--- src/rtl/i2s_slave_rx_pkg.sv ---
// Shared I2S definitions plus the word-length and justification helpers used by the receiver.
package i2s_slave_rx_pkg;

  localparam logic I2S_CHL_16_BITS = 1'b0;
  localparam logic I2S_CHL_32_BITS = 1'b1;
  localparam int   I2S_DATA_WIDTH  = 32;

  function automatic logic [5:0] chl_bits(input logic chl);
    return (chl == I2S_CHL_32_BITS) ? 6'd32 : 6'd16;
  endfunction

  // A word cut short by an early WS edge is moved up so its MSB sits at bit wlen-1.
  function automatic logic [31:0] left_justify(input logic [31:0] word,
                                               input logic [5:0]  nbits,
                                               input logic [5:0]  wlen);
    if (nbits < wlen) return word << (wlen - nbits);
    return word;
  endfunction

endpackage

--- src/rtl/i2s_sync_edge.sv ---
// Multi-flop synchronizer for one asynchronous pin, with rise/fall pulses from one extra flop.
module i2s_sync_edge #(
  parameter int SYNC_STAGES = 2
) (
  input  logic clk_i,
  input  logic rst_i,
  input  logic d_i,
  output logic level_o,
  output logic rise_o,
  output logic fall_o
);

  logic [SYNC_STAGES-1:0] sync_q;
  logic                   prev_q;

  always_ff @(posedge clk_i) begin
    if (rst_i) begin
      sync_q <= '0;
      prev_q <= 1'b0;
    end else begin
      sync_q <= {sync_q[SYNC_STAGES-2:0], d_i};
      prev_q <= sync_q[SYNC_STAGES-1];
    end
  end

  assign level_o = sync_q[SYNC_STAGES-1];
  assign rise_o  = level_o & ~prev_q;
  assign fall_o  = ~level_o & prev_q;

endmodule

--- src/rtl/i2s_slave_rx.sv ---
// I2S slave receiver: oversamples SCK/WS/SD, frames words on WS edges with the one-bit delay,
// and presents each completed word on a single-entry valid/ready register.
module i2s_slave_rx
  import i2s_slave_rx_pkg::*;
#(
  parameter int DATA_WIDTH  = I2S_DATA_WIDTH,
  parameter int SYNC_STAGES = 2
) (
  input  logic                  clk_i,
  input  logic                  rst_i,
  input  logic                  en_i,
  input  logic                  pol_i,
  input  logic                  chl_i,
  input  logic                  sck_i,
  input  logic                  ws_i,
  input  logic                  sd_i,
  input  logic                  clr_i,
  output logic [DATA_WIDTH-1:0] data_o,
  output logic                  ch_o,
  output logic                  valid_o,
  input  logic                  ready_i,
  output logic                  ovf_o,
  output logic                  short_o
);

  typedef enum logic [1:0] {ST_IDLE, ST_ALIGN, ST_SHIFT, ST_HOLD} state_e;

  logic sck_s, sck_rise, sck_fall;
  logic ws_s, ws_rise, ws_fall;
  logic sd_s, sd_rise, sd_fall;

  i2s_sync_edge #(.SYNC_STAGES(SYNC_STAGES)) u_sync_sck (
    .clk_i(clk_i), .rst_i(rst_i), .d_i(sck_i),
    .level_o(sck_s), .rise_o(sck_rise), .fall_o(sck_fall));
  i2s_sync_edge #(.SYNC_STAGES(SYNC_STAGES)) u_sync_ws (
    .clk_i(clk_i), .rst_i(rst_i), .d_i(ws_i),
    .level_o(ws_s), .rise_o(ws_rise), .fall_o(ws_fall));
  i2s_sync_edge #(.SYNC_STAGES(SYNC_STAGES)) u_sync_sd (
    .clk_i(clk_i), .rst_i(rst_i), .d_i(sd_i),
    .level_o(sd_s), .rise_o(sd_rise), .fall_o(sd_fall));

  logic unused_edges;
  assign unused_edges = ^{sck_s, ws_rise, ws_fall, sd_rise, sd_fall};

  state_e          state_q, state_d;
  logic [5:0]      cnt_q, cnt_d;
  logic [31:0]     shift_q, shift_d;
  logic            ws_prev_q, ws_prev_d;
  logic            cur_ch_q, cur_ch_d;

  logic [DATA_WIDTH-1:0] data_q, data_d;
  logic            ch_q, ch_d;
  logic            valid_q, valid_d;
  logic            ovf_q, ovf_d;
  logic            short_q, short_d;

  logic            sample, ws_chg, emit;
  logic [5:0]      wlen, word_cnt;
  logic [31:0]     word_full;

  assign wlen   = chl_bits(chl_i);
  assign sample = pol_i ? sck_fall : sck_rise;
  assign ws_chg = sample && (ws_s != ws_prev_q);

  always_comb begin
    state_d   = state_q;
    cnt_d     = cnt_q;
    shift_d   = shift_q;
    ws_prev_d = ws_prev_q;
    cur_ch_d  = cur_ch_q;
    emit      = 1'b0;
    word_full = shift_q;
    word_cnt  = cnt_q;
    if (sample) ws_prev_d = ws_s;
    if (!en_i) begin
      state_d = ST_IDLE;
      cnt_d   = '0;
      shift_d = '0;
    end else begin
      unique case (state_q)
        ST_IDLE: begin
          state_d   = ST_ALIGN;
          ws_prev_d = ws_s;
        end
        ST_ALIGN: begin
          if (ws_chg) begin
            cur_ch_d = ws_s;
            cnt_d    = '0;
            shift_d  = '0;
            state_d  = ST_SHIFT;
          end
        end
        ST_SHIFT, ST_HOLD: begin
          if (ws_chg) begin
            // The bit on the WS edge is the previous word's LSB (one-bit I2S delay).
            if (cnt_q < wlen) begin
              word_full = {shift_q[30:0], sd_s};
              word_cnt  = cnt_q + 6'd1;
            end
            emit     = 1'b1;
            cnt_d    = '0;
            shift_d  = '0;
            cur_ch_d = ws_s;
            state_d  = ST_SHIFT;
          end else if (sample && (state_q == ST_SHIFT) && (cnt_q < wlen)) begin
            shift_d = {shift_q[30:0], sd_s};
            cnt_d   = cnt_q + 6'd1;
            if (cnt_q + 6'd1 == wlen) state_d = ST_HOLD;
          end
        end
        default: state_d = ST_IDLE;
      endcase
    end
  end

  always_comb begin
    data_d  = data_q;
    ch_d    = ch_q;
    valid_d = valid_q;
    ovf_d   = ovf_q;
    short_d = short_q;
    if (clr_i) ovf_d = 1'b0;
    if (emit) begin
      if (!valid_q || ready_i) begin
        data_d  = DATA_WIDTH'(left_justify(word_full, word_cnt, wlen));
        ch_d    = cur_ch_q;
        short_d = (word_cnt < wlen);
        valid_d = 1'b1;
      end else begin
        ovf_d = 1'b1;
      end
    end else if (ready_i) begin
      valid_d = 1'b0;
    end
  end

  always_ff @(posedge clk_i) begin
    if (rst_i) begin
      state_q   <= ST_IDLE;
      cnt_q     <= '0;
      shift_q   <= '0;
      ws_prev_q <= 1'b0;
      cur_ch_q  <= 1'b0;
      data_q    <= '0;
      ch_q      <= 1'b0;
      valid_q   <= 1'b0;
      ovf_q     <= 1'b0;
      short_q   <= 1'b0;
    end else begin
      state_q   <= state_d;
      cnt_q     <= cnt_d;
      shift_q   <= shift_d;
      ws_prev_q <= ws_prev_d;
      cur_ch_q  <= cur_ch_d;
      data_q    <= data_d;
      ch_q      <= ch_d;
      valid_q   <= valid_d;
      ovf_q     <= ovf_d;
      short_q   <= short_d;
    end
  end

  assign data_o  = data_q;
  assign ch_o    = ch_q;
  assign valid_o = valid_q;
  assign ovf_o   = ovf_q;
  assign short_o = short_q;

endmodule

--- config.mk ---
export PLATFORM = sky130hd
export DESIGN_NAME = i2s_slave_rx
export DESIGN_NICKNAME = d
export VERILOG_FILES = /design/src/rtl/i2s_slave_rx_pkg.sv /design/src/rtl/i2s_sync_edge.sv /design/src/rtl/i2s_slave_rx.sv
export SDC_FILE = /design/constraint.sdc
export NUM_CORES = 1
export LEC_CHECK = 0
export CORE_ASPECT_RATIO = 0.5
export CORE_MARGIN = 4
export CORE_UTILIZATION = 40
export CTS_CLUSTER_DIAMETER = 50
export DETAILED_ROUTE_END_ITERATION = 8
export GPL_ROUTABILITY_DRIVEN = 0
export HOLD_SLACK_MARGIN = 0.05
export PLACE_DENSITY = 0.59
export RECOVER_POWER = 100
export SLEW_MARGIN = 20
export SYNTH_ARGS = -nofsm -noshare
export SYNTH_HDL_FRONTEND = slang
export SYNTH_SLANG_ARGS = --single-unit
export TNS_END_PERCENT = 10
--- constraint.sdc ---
create_clock -name clk_i -period 6.1 [get_ports clk_i]
set_clock_uncertainty 0.05 [all_clocks]
set_input_delay 0.915 -clock clk_i [delete_from_list [all_inputs] [get_ports clk_i]]
set_output_delay 0.915 -clock clk_i [all_outputs]
set_load 0.01 [all_outputs]
; Word level (Yosys, flattened, before mapping)
; Cells that the tools add are included.
[classes]
reduce_logical = 16
order_cmp = 2
div = 0
n_eq_ne = 9
muxes = 40
n_mul = 0
shifts = 1
bitwise_logic = 5
add_sub_neg = 2
[op_table]
columns = cell, count
row1 = $mux 32, 9
row2 = $pmux 32 s2, 1
row3 = $mux 6, 8
row4 = $shl 32x6->32, 1
row5 = $mux 1, 16
row6 = $lt 6x6->1, 2
row7 = $pmux 6 s2, 1
row8 = $reduce_and 3->1, 3
row9 = $mux 2, 4
row10 = $add 6x1->6 const B, 1
row11 = $eq 6x6->1, 1
row12 = $ne 3x3->1 const B, 2
row13 = $pmux 2 s3, 1
row14 = $sub 6x6->6, 1
row15 = $eq 2x2->1 const B, 2
row16 = $reduce_and 2->1, 2
row17 = $reduce_bool 2->1, 2
row18 = $reduce_or 2->1, 2
row19 = $logic_and 1x1->1, 3
row20 = $not 1->1, 3
row21 = $reduce_or 3->1, 1
row22 = $and 1x1->1, 2
row23 = $eq 2x1->1 const B, 1
row24 = $logic_not 2->1, 1
row25 = other kinds (5), 5
[word_totals]
latch_bits = 0
memories = 0
elab_cells = 89
mem_bits_rw = 0
in_bits = 10
register_bits = 85
mem_bits_ro = 0

; Depth between registers and ports, before layout
[logic_depth]
word_depth = 12
mapped_depth = 21
mapped_depth_nobuf = 14

; Cells and area by module
; Synthesis repeated with hierarchy kept, for this count alone.
[hier_totals]
cells_unflattened = 746
hier_area_um2 = 5940.7
[modules_own_cells]
columns = mod, instances, area_per_inst_um2, cells_per_inst
row1 = i2s_slave_rx, 1, 5666.7, 722
row2 = i2s_sync_edge, 3, 91.3, 8

; Least setup slack after synthesis
; Ideal clock, no wire load.
[synth_timing]
path_type = input -> register
from = in chl_i
to = reg data_q[24], in the netlist data_o[24]
stages = 21
required_time_ns = 5.958
setup_ns = 0.092
path_buffers = 7
arrival_time_ns = 4.573
slack_ns = 1.384
path_cell_list = inv_1 > ha_1 > o21ai_1 > nand2_1 > clkbuf_1 > buf_4 > clkbuf_1 > nor2_1 > clkbuf_1 > mux2i_1 > ha_1 > xnor2_1 > a31o_2 > and2_1 > buf_4 > buf_2 > buf_2 > mux2i_1 > mux2i_1 > a22o_1 > o32ai_1
[synth_via]
elab_chain_len = 11
[synth_rtl]
columns = item, line_no
row1 = start: declaration, i2s_slave_rx.sv:13  ; input logic chl_i,
row2 = $mux 6 *, i2s_slave_rx_pkg.sv:9  ; return (chl == I2S_CHL_32_BITS) ? 6'd32 : 6'd16;
row3 = branches (longest 9 deep; another with $lt 6x6->1), -
row4 = $mux 32 *, i2s_slave_rx_pkg.sv:17  ; return word;
row5 = end signal: assignment, i2s_slave_rx.sv:155  ; data_q <= data_d;
row6 = end: declaration, i2s_slave_rx.sv:51  ; logic [DATA_WIDTH-1:0] data_q, data_d;
; Mark *: on every way between the ends. The select of a mux whose other input is x is not followed.
; A chain may end at the register's enable or synchronous reset.

; Final worst setup path
[layout_timing]
from = in chl_i
to = reg data_q[22], in the netlist data_o[22]
; Same word-level chain as after synthesis.

==> metrics.yaml <==
run_status:
  outcome: "complete, but fails checks"
  violations: "max-capacitance violations, max-slew violations"
global_route:
  grt_start_max_net_pins: 56
  antenna_found_initial: 0
  grt_pass1_vias: 5378
  grt_pass1_wl_um: 30200
  grt_usage_pct: 22.4
  overflow: 0
critical_path:
  timing_worst_setup_path_type: "primary input to flip-flop"
  end_kind: "flip-flop"
  cp-start-kind: "primary input"
  required_ns: 6.29
  critPathMaxFanout: 24
  worstPathArrival_ns: 5.34
timing:
  fin_crit_ns: 5.15
  slew_headroom_pct: -47.0
  final-setup-viol-count: 0
  timing.fmax_ghz: 0.194
  whs_ns: 0.399
  finalSetupTns_ns: 0
  grt_setup_unrepaired: "false"
  fin_crit_sh_pct: 84.5
  drv_slew: 46
  hold_viol: 0
  tightest_slew_ns: 2.20
clocking:
  cts-resized-gates: 0
  cts_hold_buf: 0
  post_cts_buffers: 0
  clock_path_buffers: 2
  cts_buffers: 9
  clk_latency_ns: 0.36
  clkTransAtPathRegs_ns: 0.07
  cts_tree: "yes"
  cts_max_level: 3
  cts_root_buf: "clkbuf_16"
  numClockSinks: 85
yosys:
  synth.area.top_cells: "dfxtp_1 (28%), a21oi_1 (6.5%), nand2_1 (6.4%)"
  ys_ff_latch: 85
  yosysWarnings: 0
  synth_nets: 791
  async_flop_share_pct: 0
  ys_seq_area_share_pct: 28.3
  synth_edf_count: 0
  yosysTopAreaCell: "dfxtp_1"
  synthFlopType: "dfxtp_1"
  synth_top_cell_area_share_pct: 28.3
  synth_top_family_by_area: "compound AO/OA/AOI/OAI gates"
  synth-compound-area-share_pct: 33.7
  synth-adder-area-share_pct: 1.04
  syn-instance-count: 776
  synthSimpleGateAreaFrac_pct: 16.7
  synthMuxAreaShare_pct: 10.6
  synthesis.area_sq_mm: 0.00601
  yosysUniqueCellTypes: 68
  synth_xor_xnor_area_share_pct: 2.41
  postSynthAreaPerCell_sq_um: 7.75
placed_design:
  hpwl_um: 14000
  place_area_sq_mm: 0.00654
  port_buffers: 45
die:
  start_util_pct: 41.2
  coreArea_sq_mm: 0.0146
  dieArea_sq_mm: 0.0172
  fp.dieH_um: 94.7
  die_x_um: 181
  ios: 46
  std_cell_rows: 31
power:
  power.density_mw_per_mm2: 172
  p_leak_nw: 2.39
  irDropWorstVdd_mv: 0.127
routing:
  ant_nets: 0
  drc: 0
  drt-total-wl_um: 19800
  wire_per_inst_um: 20.2
  via_per_inst: 6.22
  dr.first_iter.drc_count: 800
  dr.pass1.iters: 6
  vias: 6092
finish:
  fin_area_sq_mm: 0.00681
  fillers: 1472
  area_delta_synth_final_pct: 13.2
  seq_area_sq_mm: 0.00170
  n_antenna_cell: 0
  drive_gt1_share_pct: 9.46
  nets: 792
  multiInputGateArea_sq_mm: 0.00389
run:
  cap_violations: 1
worst_hold_path:
  worstHoldPathType: "flip-flop to flip-flop"
==> final timing paths <==
kind	from	endpoint	slack, ns	cells after the start
setup / recovery	chl_i	data_o[22]	0.95	15
hold / removal	u_sync_sd.sync_q[0]	u_sync_sd.sync_q[1]	0.40	1
hold reg to reg	u_sync_sd.sync_q[0]	u_sync_sd.sync_q[1]	0.40	1
setup reg to reg	cnt_q[0]	data_o[25]	1.17	13
==> kinds of logic after synthesis <==
group,after synthesis
buffers and inverters,103
adders and majority gates,5
AOI/OAI and AO/OA,308
DFF,85
and+or+nand+nor,218
muxes,43
xor gates and xnor gates,14
==> flip-flops by register name (all words and copies together) (netlist names), 2 cells and up <==
name,count
u_sync_sd.sync_q,2
shift_q,32
cnt_q,6
data_o,32
state_q,2
u_sync_ws.sync_q,2
u_sync_sck.sync_q,2
==> layer usage <==
metal / track usage [%] / vias to the layer above / share of wire [%]
met5: 0 / - / 0
met4: 5.87 / 0 / 1.5
met3: 6.73 / 31 / 12
met2: 30.2 / 322 / 38
met1: 34.0 / 2842 / 49
li1: - / 2897 / -
==> area by class of cell <==
class | count | area share [%]
multi-input cells | 588 | 57.1
flip-flops and latches | 85 | 25.0
repair buffers | 64 | 8.37
well taps | 198 | 3.64
clock buffers | 9 | 3.31
inverters | 29 | 1.60
clock inverters | 7 | 0.956
==> Yosys cell counts (6+ instances only) <==
cell type,count
nand2_1,103
dfxtp_1,85
a21oi_1,78
o21ai_0,46
nor2_1,42
clkbuf_1,39
inv_1,27
a22oi_1,26
buf_2,26
mux2i_1,23
o22ai_1,22
a31oi_1,19
nor3_1,19
mux4_2,16
o31ai_1,16
a211oi_1,14
nand3_1,12
a22o_1,11
a21o_1,10
nor2b_1,9
a221oi_1,8
o211ai_1,8
nand4_1,7
xnor2_1,7
and2_1,6
==> where the power goes <==
part           internal (mW)  switching, mW
registers              0.557        0.00168
clock network          0.288          0.274
logic                 0.0155         0.0327
==> through the flow <==
step / utilization (%) / setup slack, ns / instances / power, mW
final: 46.7 / 0.948 / 980 / 1.17
after global routing: 46.7 / 0.543 / 980 / 1.20
after floorplan: - / 1.38 / 776 / 0.601
after detailed placement: 44.8 / 0.916 / 964 / 0.621
after CTS: 46.8 / 1.28 / 980 / 1.18
after global placement: 44.8 / 1.00 / 964 / 0.620
==> worst max-delay path: stages <==
cell	delay, ns
dlygate4sd3_1	0.71
inv_1	0.12
ha_1	0.29
o21ai_0	0.10
nand2_1	0.10
nor2_1	0.30
mux2i_1	0.25
ha_1	0.20
o41ai_1	0.11
nor4_4	0.47
a21oi_2	0.09
clkbuf_1	0.33
nor2_2	0.89
a221oi_1	0.17
a211oi_1	0.27
==> cell usage in the layout (no fill, tap or decap), types with 4 or more instances in the layout <==
cell	n
nor2b_1	8
mux2i_1	23
a21oi_1	78
and3_1	4
o21ai_0	48
a22o_1	11
and2_1	5
dfxtp_1	84
xnor2_1	6
o31ai_1	16
a21o_1	10
mux4_2	16
mux2_2	4
nand4_1	7
o221ai_1	5
a22oi_1	26
a211oi_1	14
buf_4	14
inv_1	27
clkbuf_16	9
o22ai_1	22
nand2_1	103
a31o_2	5
clkbuf_1	5
nor2_1	42
a31oi_1	19
o211ai_1	8
nand3_1	12
or3_1	5
a221oi_1	8
dlygate4sd3_1	37
a21boi_0	4
ha_1	5
clkdlybuf4s50_1	7
nor3_1	19
xor2_1	4
Note: power is estimated with default switching activity, not from simulation.
